`src/rtl/neuro_uart_rx_pkg.sv`:
```
// neurocore_pkg: shared UART receiver state encoding, parity modes and log bit map.
package neurocore_pkg;
  typedef enum logic [2:0] {IDLE, START, DATA, PARITY, STOP} uart_state_t;
  localparam int PARITY_NONE = 0;
  localparam int PARITY_EVEN = 1;
  localparam int PARITY_ODD = 2;
  localparam int LOG_FRAME = 0;
  localparam int LOG_PARITY = 1;
  localparam int LOG_OVERRUN = 2;
  localparam int LOG_GLITCH = 3;
  localparam int LOG_BUSY = 4;
  localparam int LOG_VALID = 5;
  localparam int LOG_CNT_LSB = 6;
endpackage

```
`src/rtl/neuro_uart_rx_if.sv`:
```
// neuro_uart_rx_if: received-byte handshake plus status log between receiver and loader.
interface neuro_uart_rx_if #(parameter int DATA_BITS = 8);
  logic [DATA_BITS-1:0] rx_data;
  logic rx_valid;
  logic rx_ready;
  logic log_clr;
  logic [7:0] log_out;
  modport master(output rx_data, rx_valid, log_out, input rx_ready, log_clr);
  modport slave(input rx_data, rx_valid, log_out, output rx_ready, log_clr);
endinterface

```
`src/rtl/neuro_uart_rx_sync2.sv`:
```
// neuro_sync2: two-flop synchroniser for the idle-high RXD pad, resets to 1.
module neuro_sync2 (
  input  logic CLK,
  input  logic RESET,
  input  logic d_i,
  output logic q_o
);
  logic [1:0] sync_q;
  always_ff @(posedge CLK or negedge RESET)
    if (!RESET) sync_q <= 2'b11;
    else sync_q <= {sync_q[0], d_i};
  assign q_o = sync_q[1];
endmodule

```
`src/rtl/neuro_uart_rx.sv`:
```
// neuro_uart_rx: UART frame deserialiser with valid/ready delivery and sticky status log.
module neuro_uart_rx
  import neurocore_pkg::*;
#(
  parameter int CLKS_PER_BIT = 434,
  parameter int DATA_BITS = 8,
  parameter int PARITY_MODE = PARITY_NONE
) (
  input logic CLK,
  input logic RESET,
  input logic RXD,
  neuro_uart_rx_if.master rx
);
  localparam int CW = $clog2(CLKS_PER_BIT);
  localparam logic [CW-1:0] FULL = CW'(CLKS_PER_BIT - 1);
  localparam logic [CW-1:0] HALF = CW'(CLKS_PER_BIT / 2 - 1);
  localparam logic [2:0] ST_IDLE = IDLE;
  localparam logic [2:0] ST_START = START;
  localparam logic [2:0] ST_DATA = DATA;
  localparam logic [2:0] ST_PARITY = PARITY;
  localparam logic [2:0] ST_STOP = STOP;
  logic rxs;
  logic [2:0] state_q, state_d;
  logic [CW-1:0] cnt_q, cnt_d;
  logic [2:0] idx_q, idx_d;
  logic [DATA_BITS-1:0] shift_q, shift_d, data_q, data_d;
  logic perr_q, perr_d, dlv_q, dlv_d, valid_q, valid_d, load;
  logic [3:0] sticky_q, sticky_d, ev;
  logic [1:0] fcnt_q, fcnt_d;
  neuro_sync2 u_sync (.CLK(CLK), .RESET(RESET), .d_i(RXD), .q_o(rxs));
  always_comb begin
    state_d = state_q;
    cnt_d = cnt_q + 1'b1;
    idx_d = idx_q;
    shift_d = shift_q;
    perr_d = perr_q;
    dlv_d = 1'b0;
    ev = '0;
    case (state_q)
      ST_IDLE: begin
        cnt_d = '0;
        if (!rxs) begin
          state_d = ST_START;
          perr_d = 1'b0;
        end
      end
      ST_START:
        if (cnt_q == HALF) begin
          cnt_d = '0;
          idx_d = '0;
          ev[LOG_GLITCH] = rxs;
          state_d = rxs ? ST_IDLE : ST_DATA;
        end
      ST_DATA:
        if (cnt_q == FULL) begin
          cnt_d = '0;
          shift_d[idx_q] = rxs;
          idx_d = idx_q + 1'b1;
          if (idx_q == 3'(DATA_BITS - 1))
            state_d = (PARITY_MODE != PARITY_NONE) ? ST_PARITY : ST_STOP;
        end
      ST_PARITY:
        if (cnt_q == FULL) begin
          cnt_d = '0;
          perr_d = rxs != ((^shift_q) ^ (PARITY_MODE == PARITY_ODD));
          state_d = ST_STOP;
        end
      ST_STOP:
        // Leave at mid stop bit so the next start edge is caught early
        if (cnt_q == FULL) begin
          cnt_d = '0;
          state_d = ST_IDLE;
          ev[LOG_FRAME] = !rxs;
          ev[LOG_PARITY] = rxs & perr_q;
          dlv_d = rxs & !perr_q;
        end
      default: state_d = ST_IDLE;
    endcase
    load = dlv_q & (!valid_q | rx.rx_ready);
    ev[LOG_OVERRUN] = dlv_q & !load;
    data_d = load ? shift_q : data_q;
    valid_d = load | (valid_q & !rx.rx_ready);
    sticky_d = (rx.log_clr ? 4'b0 : sticky_q) | ev;
    fcnt_d = (rx.log_clr ? 2'b0 : fcnt_q) + 2'(load);
  end
  always_ff @(posedge CLK or negedge RESET)
    if (!RESET) begin
      state_q <= ST_IDLE;
      cnt_q <= '0;
      idx_q <= '0;
      shift_q <= '0;
      perr_q <= 1'b0;
      dlv_q <= 1'b0;
      data_q <= '0;
      valid_q <= 1'b0;
      sticky_q <= '0;
      fcnt_q <= '0;
    end else begin
      state_q <= state_d;
      cnt_q <= cnt_d;
      idx_q <= idx_d;
      shift_q <= shift_d;
      perr_q <= perr_d;
      dlv_q <= dlv_d;
      data_q <= data_d;
      valid_q <= valid_d;
      sticky_q <= sticky_d;
      fcnt_q <= fcnt_d;
    end
  assign rx.rx_data = data_q;
  assign rx.rx_valid = valid_q;
  assign rx.log_out = {fcnt_q, valid_q, state_q != ST_IDLE, sticky_q};
endmodule

```
`src/flat_wrapper.sv`:
```
// flat-port wrapper written by rule: the top's interface ports become plain ports
module neuro_uart_rx_flat import neurocore_pkg::*;
#(
  parameter int CLKS_PER_BIT = 434,
  parameter int DATA_BITS = 8,
  parameter int PARITY_MODE = PARITY_NONE
)
  (CLK, RESET, RXD, rx_rx_data, rx_rx_valid, rx_log_out, rx_rx_ready, rx_log_clr);
  neuro_uart_rx_if #(.DATA_BITS(DATA_BITS)) rx_i ();
  input logic CLK;
  input logic RESET;
  input logic RXD;
  output wire logic [$bits(rx_i.rx_data)-1:0] rx_rx_data;
  output wire logic [$bits(rx_i.rx_valid)-1:0] rx_rx_valid;
  output wire logic [$bits(rx_i.log_out)-1:0] rx_log_out;
  input wire logic [$bits(rx_i.rx_ready)-1:0] rx_rx_ready;
  input wire logic [$bits(rx_i.log_clr)-1:0] rx_log_clr;
  assign rx_rx_data = rx_i.rx_data;
  assign rx_rx_valid = rx_i.rx_valid;
  assign rx_log_out = rx_i.log_out;
  assign rx_i.rx_ready = rx_rx_ready;
  assign rx_i.log_clr = rx_log_clr;
  neuro_uart_rx #(.CLKS_PER_BIT(CLKS_PER_BIT), .DATA_BITS(DATA_BITS), .PARITY_MODE(PARITY_MODE)) u_core (.CLK(CLK), .RESET(RESET), .RXD(RXD), .rx(rx_i));
endmodule
```
`config.mk`:
```
export PLATFORM = sky130hd
export DESIGN_NAME = neuro_uart_rx_flat
export DESIGN_NICKNAME = d
export VERILOG_FILES = /design/src/rtl/neuro_uart_rx_pkg.sv /design/src/rtl/neuro_uart_rx_if.sv /design/src/rtl/neuro_uart_rx_sync2.sv /design/src/rtl/neuro_uart_rx.sv /design/src/flat_wrapper.sv
export SDC_FILE = /design/constraint.sdc
export NUM_CORES = 1
export LEC_CHECK = 0
export CORE_UTILIZATION = 35
export DETAILED_ROUTE_END_ITERATION = 6
export GPL_TIMING_DRIVEN = 0
export PLACE_DENSITY_LB_ADDON = 0.3
export RECOVER_POWER = 50
export SYNTH_ARGS = -nofsm -noshare
export SYNTH_HDL_FRONTEND = slang
export SYNTH_HIERARCHICAL = 1
export SYNTH_SLANG_ARGS = --single-unit
```
`constraint.sdc`:
```
create_clock -name CLK -period 5.7 [get_ports CLK]
set_input_delay 0.57 -clock CLK [delete_from_list [all_inputs] [get_ports CLK]]
set_output_delay 0.57 -clock CLK [all_outputs]
set_load 0.02 [all_outputs]
```
# Yosys cells after proc, flatten, opt, wreduce, memory -nomap -nowiden
# Cells that the tools add are included.
# op_classes
add_sub_neg,3
n_mul,0
div,0
n_lt_le_gt_ge,2
eq_ne,14
shifts,0
n_mux,28
bitwise,8
reduce_logical,16
# ops
op,count
9-bit one-hot mux with 3 select lines,1
3-bit two-way mux,8
9-bit two-way mux,2
3-bit one-hot mux with 5 select lines,1
"2-bit by 1-bit != test with 1-bit output, second input constant",5
"9-bit by 1-bit adder with 9-bit output, second input constant",1
"9-bit by 8-bit equality test with 1-bit output, second input constant",1
"9-bit equality test, second input constant",1
8-bit bitwise mux,1
2-bit two-way mux,4
8-bit XOR reduction,1
1-bit two-way mux,7
"3-bit by 2-bit equality test with 1-bit output, second input constant",2
"3-bit equality test, second input constant",2
3-bit one-hot mux with 2 select lines,1
3-bit AND reduction,2
6-bit AND reduction,1
1-bit AND,5
1-bit zero test,5
"3-bit by 4-bit less-than comparator with 1-bit output, second input constant",1
4-bit two-way mux,1
4-bit OR,1
2-bit nonzero test,2
"3-bit by 1-bit adder with 3-bit output, second input constant",1
other kinds (13),14
# totals
ff_bits,42
latchBits,0
ram_bits,0
rom_bits,0
inputBits,5
out_inout_bits,17
wordCells,82
mem_count,0

# Longest topological paths before layout
# Gate-level depths: netlist of run 1.
# logic_depth
word_depth,6
depth_mapped,7
mapped_depth_nobuf,6

# Cells and area by module
# Netlist of run 1, hierarchy kept.
# by_module_without_submodules
mod,n_inst,cells_per_inst,area_per_inst_um2,seq_area_each_um2
neuro_uart_rx,1,184,2057.0,1001.0
neuro_sync2,1,2,52.6,52.6

# Worst setup path before layout of run 1
# Ideal clock, no wire load.
# synth_timing
path_type,flip-flop to flip-flop
from,register u_core.cnt_q[1]
to,register u_core.shift_q[1]
setup_time_ns,0.128
t_arrival_ns,1.895
required_ns,5.572
slack_ns,3.677
path_stages_with_launch,8
path_buffers,1
synth_period_minus_slack_ns,2.023
cell_sequence,dfrtp_1 -> inv_1 -> ha_1 -> nand4b_1 -> or4_4 -> buf_6 -> nor4b_4 -> mux2_1
# synth_via
elab_chain_cells,2
# synth_rtl
item,line,rtl
"start, declared",neuro_uart_rx.sv:24,"logic [CW-1:0] cnt_q, cnt_d;"
"start signal, assigned",neuro_uart_rx.sv:100,cnt_q <= cnt_d;
9-bit equality test,neuro_uart_rx.sv:55,if (cnt_q == FULL) begin
2-bit AND reduction (no source line),-,
"end signal, assigned",neuro_uart_rx.sv:102,shift_q <= shift_d;
"end, declared",neuro_uart_rx.sv:26,"logic [DATA_BITS-1:0] shift_q, shift_d, data_q, data_d;"
# No other way between the ends.
# A chain may end at the register's enable or synchronous reset.

# Final worst setup path of run 1
# layout_timing
from,register u_core.state_q[1]
to,output rx_log_out[4]
# layout_via
elab_chain_cells,1
# layout_rtl
item,line,rtl
"start, declared",neuro_uart_rx.sv:23,"logic [2:0] state_q, state_d;"
"start signal, assigned",neuro_uart_rx.sv:99,state_q <= state_d;
3-bit nonzero test,neuro_uart_rx.sv:112,"assign rx.log_out = {fcnt_q, valid_q, state_q != ST_IDLE, sticky_q};"
"end, declared",flat_wrapper.sv:15,output wire logic [$bits(rx_i.log_out)-1:0] rx_log_out;
# No other way between the ends.

==> flow_summary.ini, run 1 <==
[floorplan]
die_width_microns = 79.64
floorplan.rows = 27
io-pin-count = 22
placeableCoreArea_sq_mm = 0.005642
floorplan.initialDensity_pct = 37.39
die_h_microns = 79.64
dieArea_sq_mm = 0.006342

[synth]
synth_edf_count = 0
postSynthCellCount = 186
synth.yosys.seq_area_share_pct = 49.94
dominantRegCellSynth = dfrtp_1
yosysWarnings = 6
mappedNetlistNets = 197
post_synth_instance_area_sq_mm = 0.002110
synth.avg_cell_area_sq_um = 11.34
flops_latches_synth = 42
number_of_distinct_library_cells_after_synthesis = 43
async_flop_share_pct = 100.0

[power_and_ir_drop]
total_power_mw = 0.5427
clock_power_share_pct = 42.7
power.leakage_nw = 1.136
power.share.sequential_pct = 55.2
irDropWorstVdd_mv = 0.1890
internal-power_mw = 0.4312
pwr-share-comb_pct = 2.1
p_switching_mw = 0.1115
p_sw_share_pct = 20.55
power-per-cell-area_mw_per_mm2 = 215.7

[clocking]
clock_tree_from_tritoncts = built
worstSkewPairLatency_ns = 0.30
clkTransAtPathRegs_ns = 0.08
post_cts_buffers = 0
cts_sinks = 42
cts_hold_repair.buffers = 0
cts_made_buffers = 5
cts.htree.levels = 2
cts_root_buf = clkbuf_8
max-clock-path-buffers = 2
post_cts_resized = 0

[place]
total_placed_cells_including_tap_cells = 280
finalWeightedCongestion = 0.8206
dp_hpwl_microns = 2775
port_buffers = 21
dp_slack_ns = 3.439

[sta]
finalMaxSlewViolations = 0
shortest_clock_period_the_worst_path_allows_after_layout_ns = 2.473
fin_skew_ns = 0.01188
max_freq_mhz = 404.3
timing.max_slew.rel_slack_pct = 15.08
period_share_pct = 43.39
final-hold-violation-count = 0
setup_viol_count_final = 0
setup_total_negative_slack_ns = 0
grt_setup_unrepaired = false
worstMarginPinSlew_ns = 1.274
post_layout_worst_setup_margin_ns = 3.227

[setup_path]
critical_path.max_stage_delay_ns = 0.56
cp_slowest_cell = clkdlybuf4s50_1
worst_setup_path_start_kind = flip-flop
worstSetupPathType = reg -> out
cp_max_fo = 10
crit_chain = clkbuf_1 > or3_1 > clkdlybuf4s50_1
timing.critical_path.to_type = output pin
cp_data_arrival_time_ns = 1.90
critical_path_required_ns = 5.13

[detailed_routing]
drt-wirelength-per-cell_microns = 13.15
remaining_drc_errors = 0
num_vias = 1455
dr.pass1.iters = 4
vias_per_cell = 5.052
dr.first_iter.drc_count = 104
routed_wl_microns = 3787
ant_nets = 0

[status]
status = completed

[global_route]
grt-ovfl-total = 0
grt_pass1_vias = 1460
grt_start_max_net_pins = 25
track_usage_pct = 14.17
grt_first_pass_wirelength_microns = 6893
antenna_found_initial = 0

[finish]
instances_no_fill = 288
final_nets = 226
nFillCells = 538
post_route_cells_drive_above_1_share_pct = 14.81
layout.area.seq_sq_mm = 0.001054
synthToLayoutAreaGrowth_pct = 19.28
multi_input_area_sq_um = 958.4
insertedDiodeCount = 0

[min_path]
worst_min_delay_path_category = reg -> reg

[run]
cap_violations = 0
per-layer routing:
metal	vias to the layer above	wire [microns]	track usage (%)
met2	38	1668	21.45
met1	705	1830	19.64
li1	706	-	-
met4	0	74	5.455
met3	6	213	3.086
met5	-	0	0
sequential cells by signal (all words and copies together), names as in the netlist:
register              cells
u_core/dlv_q              1
u_core/fcnt_q             2
u_core/perr_q             1
u_core/state_q            3
u_core/idx_q              3
u_core/u_sync/sync_q      2
u_core/rx.rx_data         8
u_core/shift_q            8
u_core/rx.rx_valid        1
u_core/sticky_q           4
u_core/cnt_q              9
cells in the mapped netlist, types with 2 or more instances:
| library cell | instances | share of area [%] |
|---|---|---|
| and3_1 | 3 | 0.89 |
| and3b_1 | 2 | 0.83 |
| buf_1 | 2 | 0.36 |
| buf_6 | 2 | 1.1 |
| clkbuf_1 | 6 | 1.1 |
| dfrtp_1 | 40 | 47 |
| dfstp_2 | 2 | 2.5 |
| ha_1 | 6 | 3.6 |
| inv_1 | 10 | 1.8 |
| mux2_1 | 2 | 1.1 |
| mux2_2 | 15 | 8.0 |
| nand2_1 | 10 | 1.8 |
| nand2b_1 | 3 | 0.89 |
| nand3_1 | 8 | 1.9 |
| nand4_1 | 5 | 1.5 |
| nand4b_1 | 4 | 1.7 |
| nor2_1 | 21 | 3.7 |
| nor2b_1 | 3 | 0.89 |
| nor3_1 | 2 | 0.47 |
| nor4_1 | 2 | 0.59 |
| o22ai_1 | 6 | 1.8 |
| o32a_1 | 2 | 0.95 |
| xnor2_1 | 7 | 2.9 |
| xor2_1 | 4 | 1.7 |
worst max-delay path, delay by kind of cell, from the launching register on:
family,cells,cell delay [ns]
flops,1,0.39
simple gates,1,0.45
buf+inv,2,0.76
power groups by stage:
stage,sequential (mW),combinational (mW),clock [mW]
3_3_place_gp,0.305,0.0124,0
5_1_grt,0.300,0.0134,0.251
6_report,0.300,0.0113,0.232
4_1_cts,0.300,0.0139,0.238
2_1_floorplan,0.305,0.00232,0
3_5_place_dp,0.305,0.0138,0
kinds of logic after synthesis:
| family | after synthesis | share of synthesized area, % |
|---|---|---|
| muxes | 18 | 9.549 |
| and+or+nand+nor | 73 | 21.23 |
| buffers and inverters | 21 | 4.627 |
| DFF | 42 | 49.94 |
| adders and majority gates | 6 | 3.559 |
| AOI/OAI and AO/OA | 13 | 4.330 |
| xor gates and xnor gates | 13 | 6.761 |
stage by stage:
step / utilization (%) / hold slack, ns / instance area [sq um]
after floorplan: - / 0.2744 / 2110
after global placement: 42.71 / 0.3457 / 2410
after detailed placement: 42.98 / 0.3470 / 2425
after CTS: 44.91 / 0.2170 / 2534
after global routing: 44.60 / 0.3659 / 2516
final: 44.60 / 0.3569 / 2516
layout make-up:
class | count | share of cell area (%)
clock buffer | 5 | 2.735
clock inverter | 3 | 1.591
tap | 72 | 3.580
inverter | 10 | 1.492
multi-input combinational | 123 | 38.09
buffer | 11 | 2.387
timing repair buffer | 22 | 8.255
sequential | 42 | 41.87
layout by cell type (no fill, tap or decap), types with 2 or more instances in the layout:
cell / netlist / final
ha_1: 6 / 6
nor2_1: 21 / 21
buf_1: 2 / 2
xnor2_1: 7 / 7
nor2b_1: 3 / 3
nand4_1: 5 / 5
o22ai_1: 6 / 6
mux2_2: 15 / 15
mux2_1: 2 / 2
nand2_1: 10 / 10
dlygate4sd3_1: 0 / 2
and3b_1: 2 / 2
nand2b_1: 3 / 3
nor3_1: 2 / 2
o32a_1: 2 / 2
clkbuf_8: 0 / 5
inv_1: 10 / 10
nand4b_1: 4 / 4
xor2_1: 4 / 4
nand3_1: 8 / 8
dfstp_2: 2 / 2
nor4_1: 2 / 2
clkinv_2: 0 / 2
and3_1: 3 / 3
dfrtp_1: 40 / 40
clkdlybuf4s50_1: 0 / 18
buf_6: 2 / 2
clkbuf_1: 6 / 8
path summary, 6_finish.rpt:
check	start	to	slack [ns]	cells past startpoint
max in group asynchronous	RESET	u_core/rx.rx_data[1]	3.61	2
max	u_core/state_q[1]	rx_log_out[4]	3.23	3
min reg2reg	u_core/u_sync/sync_q[0]	u_core/u_sync/sync_q[1]	0.36	0
min	u_core/u_sync/sync_q[0]	u_core/u_sync/sync_q[1]	0.36	0
max reg2reg	u_core/cnt_q[1]	u_core/shift_q[3]	3.42	6
min in group asynchronous	RESET	u_core/rx.rx_data[6]	0.40	1
Note: power is estimated with default switching activity, not from simulation.
==> inputs of run 2 (changes only) <==
==> constraint.sdc (replaced) <==
create_clock -name CLK -period 2.3 [get_ports CLK]
set_input_delay 0.23 -clock CLK [delete_from_list [all_inputs] [get_ports CLK]]
set_output_delay 0.23 -clock CLK [all_outputs]
set_load 0.02 [all_outputs]
==> run 2 against run 1 <==
Effect of this change: wire length is 2.1% higher; clock power is 150% higher; sequential power is 150% higher; sequential share of layout area is 0.64 points lower; critical path type is now reg -> reg; critical path depth is 4 higher; clock-buffer cell count stayed put; final cell count is 1.0% higher; largest cell class unchanged; core utilization is 0.69 points higher; largest power group unchanged; power is 150% higher; first-iteration DRC count is 9.6% higher; non-clock buffer count is 3 higher; register-to-register slack worse by 3.3 ns.
==> flow_summary.ini, run 2 (synthesized netlist as in run 1, its figures left out) <==
[status]
status = completed

[clocking]
clock_tree_from_tritoncts = built
cts_root_buf = clkbuf_8
cts.htree.levels = 2
worstSkewPairLatency_ns = 0.30
max-clock-path-buffers = 2
cts_made_buffers = 5
cts_sinks = 42
clkTransAtPathRegs_ns = 0.09

[place]
total_placed_cells_including_tap_cells = 280
port_buffers = 21
dp_hpwl_microns = 2775
finalWeightedCongestion = 0.8206
detailed_place.area_sq_mm = 0.002425

[min_path]
timing.hold.worst.start = u_core/u_sync/sync_q[0]
worst_min_delay_path_category = reg -> reg

[detailed_routing]
routed.top_layer = met4
route.met2.wl_microns = 1727
wirelength_met1_microns = 1931
drt-wirelength-per-cell_microns = 13.29
dr.first_iter.drc_count = 114
met3_wirelength_microns = 137
ant_nets = 0
routed_wl_microns = 3867
remaining_drc_errors = 0
dr.pass1.iters = 4
vias_per_cell = 5.031
num_vias = 1464

[setup_path]
cp_max_fo = 6
cp_data_arrival_time_ns = 2.36
cp_slowest_cell = or4_4
critical_path_required_ns = 2.49
worstReg2RegStart = u_core/cnt_q[1]
timing.critical_path.to_type = flip-flop
critical_path.max_stage_delay_ns = 0.46
crit_path_start = u_core/cnt_q[1]
worstSetupPathType = reg -> reg
crit_chain = inv_1 > ha_1 > nand4b_1 > or4_4 > buf_6 > nor4b_2 > mux2_1
worst_setup_path_start_kind = flip-flop
reg2reg_setup_slack_ns = 0.13

[finish]
layout.cells.most_common = dfrtp_1
layout_common_cells = 40 x dfrtp_1, 21 x nor2_1, 18 x clkdlybuf4s50_1
post_route_cells_drive_above_1_share_pct = 16.89
fin_util_pct = 45.29
instances_no_fill = 291
synthToLayoutAreaGrowth_pct = 21.12
final_cell_area_sq_mm = 0.002555
final_nets = 229
largest_register_ff_count = 9
largest-register = u_core/cnt_q
insertedDiodeCount = 0

[floorplan]
floorplan.rows = 27
die_width_microns = 79.64
io-pin-count = 22
placeableCoreArea_sq_mm = 0.005642
floorplan.initialDensity_pct = 37.39
dieArea_sq_mm = 0.006342
die_h_microns = 79.64

[sta]
grt_setup_unrepaired = false
period_share_pct = 94.54
shortest_clock_period_the_worst_path_allows_after_layout_ns = 2.174
setup_viol_count_final = 0
timing.max_slew.rel_slack_pct = 34.33
finalMaxSlewViolations = 0
setup_total_negative_slack_ns = 0
fin_skew_ns = 0.01140
final-hold-violation-count = 0
worstMarginPinSlew_ns = 0.9850
max_freq_mhz = 459.9

[global_route]
antenna_found_initial = 0
grt_pass1_vias = 1460
grt_first_pass_wirelength_microns = 6893
grt-ovfl-total = 0
grt_start_max_net_pins = 25
track_usage_pct = 14.17

[power_and_ir_drop]
irDropWorstVdd_mv = 0.4680
power-per-cell-area_mw_per_mm2 = 527.1
total_power_mw = 1.347
power.leakage_nw = 1.154

[run]
cap_violations = 0
-- run 2: changes by cell type in the layout (fill, tap and decap cells not counted) --
cell | previous run | this run
clkbuf_2 | 0 | 1
buf_4 | 1 | 3
nor4_2 | 0 | 1
nor4_1 | 2 | 1
nor4b_2 | 1 | 2
dlygate4sd3_1 | 2 | 3
clkbuf_1 | 8 | 7
nor4b_1 | 1 | 0
-- run 2: worst paths after layout --
path / depth (start not counted) / to
max: 7 / u_core/shift_q[4]
min in group asynchronous: 2 / u_core/rx.rx_data[6]
min reg2reg: 0 / u_core/u_sync/sync_q[1]
max reg2reg: 7 / u_core/shift_q[4]
max in group asynchronous: 3 / u_core/rx.rx_data[1]
min: 0 / u_core/u_sync/sync_q[1]
-- run 2: layer usage --
layer | vias up | GRT usage [%]
li1 | 712 | -
met1 | 721 | 19.64
met2 | 25 | 21.45
met3 | 6 | 3.086
met4 | 0 | 5.455
met5 | - | 0
-- run 2: power by group --
part / leakage [nW] / internal, mW / switching (mW)
sequential: 0.565 / 0.741 / 0.00132
combinational: 0.531 / 0.00928 / 0.0203
clock: 0.0579 / 0.320 / 0.255
total: 1.15 / 1.07 / 0.277
-- run 2: critical path, delay by kind of cell (launching register included) --
| kind | cells | cell delay [ns] |
|---|---|---|
| buf+inv | 2 | 0.23 |
| fa+ha+maj | 1 | 0.19 |
| simple gates | 3 | 0.91 |
| flops | 1 | 0.40 |
| mux | 1 | 0.35 |
-- run 2: area by class of cell --
| cell class | instances | area, sq um |
|---|---|---|
| plain buffers | 11 | 60.06 |
| repair buffers | 25 | 234.0 |
| inverters | 10 | 37.54 |
| clock buffers | 5 | 68.82 |
| flip-flops and latches | 42 | 1054 |
| clock inverters | 3 | 40.04 |
| well taps | 72 | 90.09 |
| fillers | 537 | 3087 |
| multi-input cells | 123 | 970.9 |
-- run 2: repair_timing --
item                       in CTS  in global routing
hold endpoints to repair       18                  0
hold buffers                    1                  0
setup endpoints to repair       0                 11
resized for setup               0                  2
setup buffers                   0                  2
-- run 2: through the flow --
stage / hold slack (ns) / worst slack [ns]
floorplan: -0.06559 / 0.2772
global placement: 0.3457 / -0.1337
detailed placement: 0.2032 / 0.03899
CTS: 0.3346 / 0.01288
global route: 0.3659 / 0.01093
finish: 0.3569 / 0.1255
==> inputs of run 3 (changes only) <==
--- a/config.mk
+++ b/config.mk
@@ -5,7 +5,8 @@
 export SDC_FILE = /design/constraint.sdc
 export NUM_CORES = 1
 export LEC_CHECK = 0
-export CORE_UTILIZATION = 35
+export CAP_MARGIN = 10
+export CORE_UTILIZATION = 38
 export DETAILED_ROUTE_END_ITERATION = 6
 export GPL_TIMING_DRIVEN = 0
 export PLACE_DENSITY_LB_ADDON = 0.3
==> run 3 against run 2 <==
Effect of this change: design area increased by 0.69%; largest cell class unchanged; sequential power is essentially flat; critical path type unchanged; flip-flop and latch count stayed put; power grew 0.73%; the run now ends with setup timing left; clock power rose by 2%.
==> flow_summary.ini, run 3 (synthesized netlist as in run 1, its figures left out) <==
[setup_path]
cp_data_arrival_time_ns = 2.50
critical_path_required_ns = 2.49
critical_path.n_buffers_inverters = 1
cpLargestDelayFamily = simple AND/OR/NAND/NOR gates
timing.critical_path.to_type = flip-flop
cp_slowest_cell = or4_4
crit_path_start = u_core/cnt_q[1]
cp_max_fo = 6
worstSetupPathType = reg -> reg
worst_setup_path_start_kind = flip-flop
worstReg2RegStart = u_core/cnt_q[1]
critical_path.max_stage_delay_ns = 0.69
crit_chain = inv_2 > ha_4 > nand4b_1 > or4_4 > nor4b_4 > mux2_4

[finish]
instances_no_fill = 288
layout.area.seq_sq_mm = 0.001055
multi_input_area_sq_um = 999.7
largest_register_ff_count = 9
layout.cells.most_common = dfrtp_1
layout_common_cells = 39 x dfrtp_1, 21 x nor2_1, 19 x clkdlybuf4s50_1
post_route_cells_drive_above_1_share_pct = 18.35
synthToLayoutAreaGrowth_pct = 21.95
insertedDiodeCount = 0
nFillCells = 476
fin_util_pct = 49.12
final_cell_area_sq_mm = 0.002572
final_nets = 228
largest-register = u_core/cnt_q

[sta]
max_freq_mhz = 433.0
post_layout_worst_setup_margin_ns = -0.009558
fin_skew_ns = 0.006629
setup_viol_count_final = 1
grt_setup_unrepaired = true
finalMaxSlewViolations = 0
final-hold-violation-count = 0
period_share_pct = 100.4
worstMarginPinSlew_ns = 0.8695
shortest_clock_period_the_worst_path_allows_after_layout_ns = 2.310
timing.max_slew.rel_slack_pct = 42.03

[floorplan]
die_h_microns = 76.51
die_width_microns = 76.51
placeableCoreArea_sq_mm = 0.005238
floorplan.initialDensity_pct = 40.28
io-pin-count = 22
dieArea_sq_mm = 0.005853
floorplan.rows = 26

[run]
cap_violations = 0

[min_path]
worst_min_delay_path_category = reg -> reg
timing.hold.worst.start = u_core/u_sync/sync_q[0]

[global_route]
busiest_layer = met1
global_route.usage.met2_pct = 20.99
antenna_found_initial = 0
grt-ovfl-total = 0
grt_first_pass_wirelength_microns = 6886
track_usage_pct = 15.11
grt_start_max_net_pins = 28
grt_pass1_vias = 1439
global_route.usage.met3_pct = 3.234
met1_usage_pct = 21.78

[power_and_ir_drop]
p_sw_share_pct = 20.80
clock_power_share_pct = 43.1
total_power_mw = 1.356
internal-power_mw = 1.074
p_switching_mw = 0.2821
irDropWorstVdd_mv = 0.3263
power-per-cell-area_mw_per_mm2 = 527.3
power.leakage_nw = 1.138
power.share.sequential_pct = 54.7
pwr-share-comb_pct = 2.2

[place]
total_placed_cells_including_tap_cells = 278
dp_slack_ns = 0.02784
port_buffers = 21
finalWeightedCongestion = 0.8460
dp_hpwl_microns = 2669
detailed_place.area_sq_mm = 0.002422

[clocking]
cts.htree.levels = 2
worstSkewPairLatency_ns = 0.30
cts_made_buffers = 5
cts_sinks = 42
max-clock-path-buffers = 2
clkTransAtPathRegs_ns = 0.08
cts_root_buf = clkbuf_8
clock_tree_from_tritoncts = built

[detailed_routing]
remaining_drc_errors = 0
num_vias = 1421
dr.pass1.iters = 4
drt-wirelength-per-cell_microns = 13.32
ant_nets = 0
dr.first_iter.drc_count = 61
vias_per_cell = 4.934
routed_wl_microns = 3836

[status]
violations_in_the_final_reports = setup timing
status = finished with violations
[run 3: changes by cell type in the layout (fill, tap and decap cells not counted), moves of 2 or more]
cell,previous run,this run
clkinv_2,2,0
mux2_1,2,0
mux2_4,0,2
nor4b_2,2,0
[run 3: metrics by stage]
step | setup TNS [ns] | hold WS (ns)
CTS | 0 | 0.3223
floorplan | 0 | -0.06559
global placement | -4.324 | 0.3459
global route | -0.07173 | 0.3692
finish | -0.009558 | 0.3634
detailed placement | 0 | 0.1819
[run 3: repair_timing]
item / 4_1_cts / 5_1_grt
resized for setup: 0 / 9
endpoints found under the hold margin: 15 / 0
endpoints found under the setup margin: 0 / 7
setup buffers: 0 / 2
hold buffers: 1 / 0
[run 3: area by class of cell]
type                    count  share of cell area, %
flip-flops and latches     42                  41.00
multi-input cells         123                  38.86
inverters                  10                  1.459
plain buffers              10                  1.897
repair buffers             25                  9.095
well taps                  70                  3.405
clock inverters             2                  1.459
clock buffers               6                  2.821
[run 3: power by group through the flow]
stage,sequential [mW],combinational [mW],clock (mW)
detailed placement,0.757,0.0342,0
floorplan,0.757,0.00575,0
CTS,0.742,0.0357,0.599
global placement,0.757,0.0307,0
global route,0.743,0.0345,0.624
finish,0.742,0.0296,0.585
[run 3: layer usage]
layer  vias up  wire length [microns]
li1        710                      -
met1       680                   1953
met2        26                   1669
met3         5                    154
met4         0                     58
met5         -                      0
[run 3: path summary, 6_finish.rpt]
kind	to	slack [ns]	cells after the start
max	u_core/shift_q[4]	-0.01	6
min	u_core/u_sync/sync_q[1]	0.36	0
max reg2reg	u_core/shift_q[4]	-0.01	6
min reg2reg	u_core/u_sync/sync_q[1]	0.36	0
max in group asynchronous	u_core/cnt_q[0]	0.57	3
min in group asynchronous	u_core/rx.rx_data[7]	0.55	2
==> variant (settings of run 2) <==
`DATA_BITS` is set to 8 in 3 places; all go to 10.
--- a/src/rtl/neuro_uart_rx_if.sv
+++ b/src/rtl/neuro_uart_rx_if.sv
@@ -1,4 +1,4 @@
 // neuro_uart_rx_if: received-byte handshake plus status log between receiver and loader.
-interface neuro_uart_rx_if #(parameter int DATA_BITS = 8);
+interface neuro_uart_rx_if #(parameter int DATA_BITS = 10);
   logic [DATA_BITS-1:0] rx_data;
   logic rx_valid;
--- a/src/rtl/neuro_uart_rx.sv
+++ b/src/rtl/neuro_uart_rx.sv
@@ -4,5 +4,5 @@
 #(
   parameter int CLKS_PER_BIT = 434,
-  parameter int DATA_BITS = 8,
+  parameter int DATA_BITS = 10,
   parameter int PARITY_MODE = PARITY_NONE
 ) (
--- a/src/flat_wrapper.sv
+++ b/src/flat_wrapper.sv
@@ -3,5 +3,5 @@
 #(
   parameter int CLKS_PER_BIT = 434,
-  parameter int DATA_BITS = 8,
+  parameter int DATA_BITS = 10,
   parameter int PARITY_MODE = PARITY_NONE
 )
Interface: changed (resized rx_rx_data); port bits go from 22 to 24. No check against the original RTL was run, so the function may have changed too.
==> variant against run 2 <==
Cell count decreased by 1.4%. Core utilization decreased by 1.2 points. Global-route usage decreased by 0.55 points. Synthesized area decreased by 2.0%. Worst setup slack improved by 0.13 ns. Cell area decreased by 3.3%. Sequential power about the same. Wire length decreased by 6.3%. Sequential cell count unchanged. Non-clock buffer count decreased by 5. Fmax increased by 6.4%. Total power decreased by 6.3%. Critical path type unchanged. Sequential share of layout area increased by 1.4 points. First-iteration DRC count decreased by 8.8%.
==> variant: results <==
metrics = {
    "yosys": {
        "synth_common_cells": "dfrtp_1 (40), nor2_1 (15), inv_1 (12)",
        "synth_xor_area_frac": 0.0636,
        "ys_seq_area_frac": 0.510,
        "synth_area_leaders": "dfrtp_1 (48%), mux2_2 (5.4%), xnor2_1 (4.7%), ha_1 (3.6%), mux2_1 (2.7%)",
        "synth_mux_area_frac": 0.0914,
        "synth-compound-area-share": 0.0545,
        "synthAdderAreaFrac": 0.0412,
        "yosys.cell_types.count": 45,
    },
    "global_routing": {
        "grt_pass1_wl_mm": 6.47,
        "grt_pass1_vias": 1450,
        "grt_usage": 0.136,
        "use_met1": 0.167,
        "gr-usage-met3": 0.0345,
        "grtUsageMet2": 0.221,
        "grt_max_degree": 23,
    },
    "placed_design": {
        "gp_congestion": 0.789,
        "post-place-ws_ns": 0.229,
        "hpwl_mm": 2.57,
        "place_area_um2": 2390,
        "io_buffers": 21,
    },
    "route": {
        "routed_via_density": 4.90,
        "dr.max_layer_used": "met4",
        "wl_met3_um": 113,
        "routed-wl-met2_mm": 1.63,
        "met1Wirelength_mm": 1.80,
        "drt_iter0_markers": 104,
    },
    "outcome": {
        "status": "completed",
    },
    "setup_path": {
        "slowest_delay_ns": 0.40,
        "slowest_stage": "dfrtp_1",
        "arrival_ns": 2.24,
        "crit_fanout": 7,
    },
    "clock_tree": {
        "cts_buffers": 5,
    },
    "power_and_ir_drop": {
        "power_leakage_nw": 1.10,
        "vdd_ir_drop_max_mv": 0.306,
        "power.internal_mw": 0.964,
    },
    "cells_and_area": {
        "final_nets": 225,
        "drive_above_1_share": 0.153,
    },
    "timing": {
        "clock-skew-final_ns": 0.0110,
        "tightestPinTransition_ns": 1.14,
    },
}
## variant: cell types whose count changed after synthesis, moves of 3 or more
cell      change
mux2_1        +3
xnor2_1       +4
mux2_2        -5
nor2_1        -6
o22ai_1       -3
nand4b_1      -3
o21ai_0       +4
clkbuf_1      -3
## variant: through the flow
step | utilization | instances
after global placement | 0.423 | 277
after CTS | 0.445 | 287
after detailed placement | 0.427 | 278
after floorplan | - | 184
final | 0.440 | 287
after global routing | 0.440 | 287
## variant: final timing paths
check	startpoint	to	slack (ns)	depth (start not counted)
worst max-delay path	u_core/cnt_q[1]	u_core/shift_q[1]	0.26	7
worst min-delay path	u_core/u_sync/sync_q[0]	u_core/u_sync/sync_q[1]	0.36	0
worst max register to register	u_core/cnt_q[1]	u_core/shift_q[1]	0.26	7
worst min register to register	u_core/u_sync/sync_q[0]	u_core/u_sync/sync_q[1]	0.36	0
max in group asynchronous	RESET	u_core/u_sync/sync_q[1]	0.48	3
min in group asynchronous	RESET	u_core/sticky_q[2]	0.66	2
## variant: layout make-up
type,instances,area [um2]
clock buffer,5,68.8
tap,72,90.1
clock inverter,3,21.3
buffer,8,48.8
timing repair buffer,23,219
multi-input combinational,122,923
fill,550,3140
sequential,42,1050
inverter,12,45.0
## variant: what timing repair did
action	CTS	global route
hold endpoints to repair	21	0
setup endpoints to repair	0	0
resized for setup	0	0
hold buffers	1	0
## variant: power by group through the flow
stage / clock network, mW / logic (mW) / registers, mW
after floorplan: 0 / 0.00883 / 0.757
after global placement: 0 / 0.0335 / 0.757
after detailed placement: 0 / 0.0388 / 0.757
after CTS: 0.503 / 0.0401 / 0.743
after global routing: 0.530 / 0.0379 / 0.743
final: 0.486 / 0.0325 / 0.743
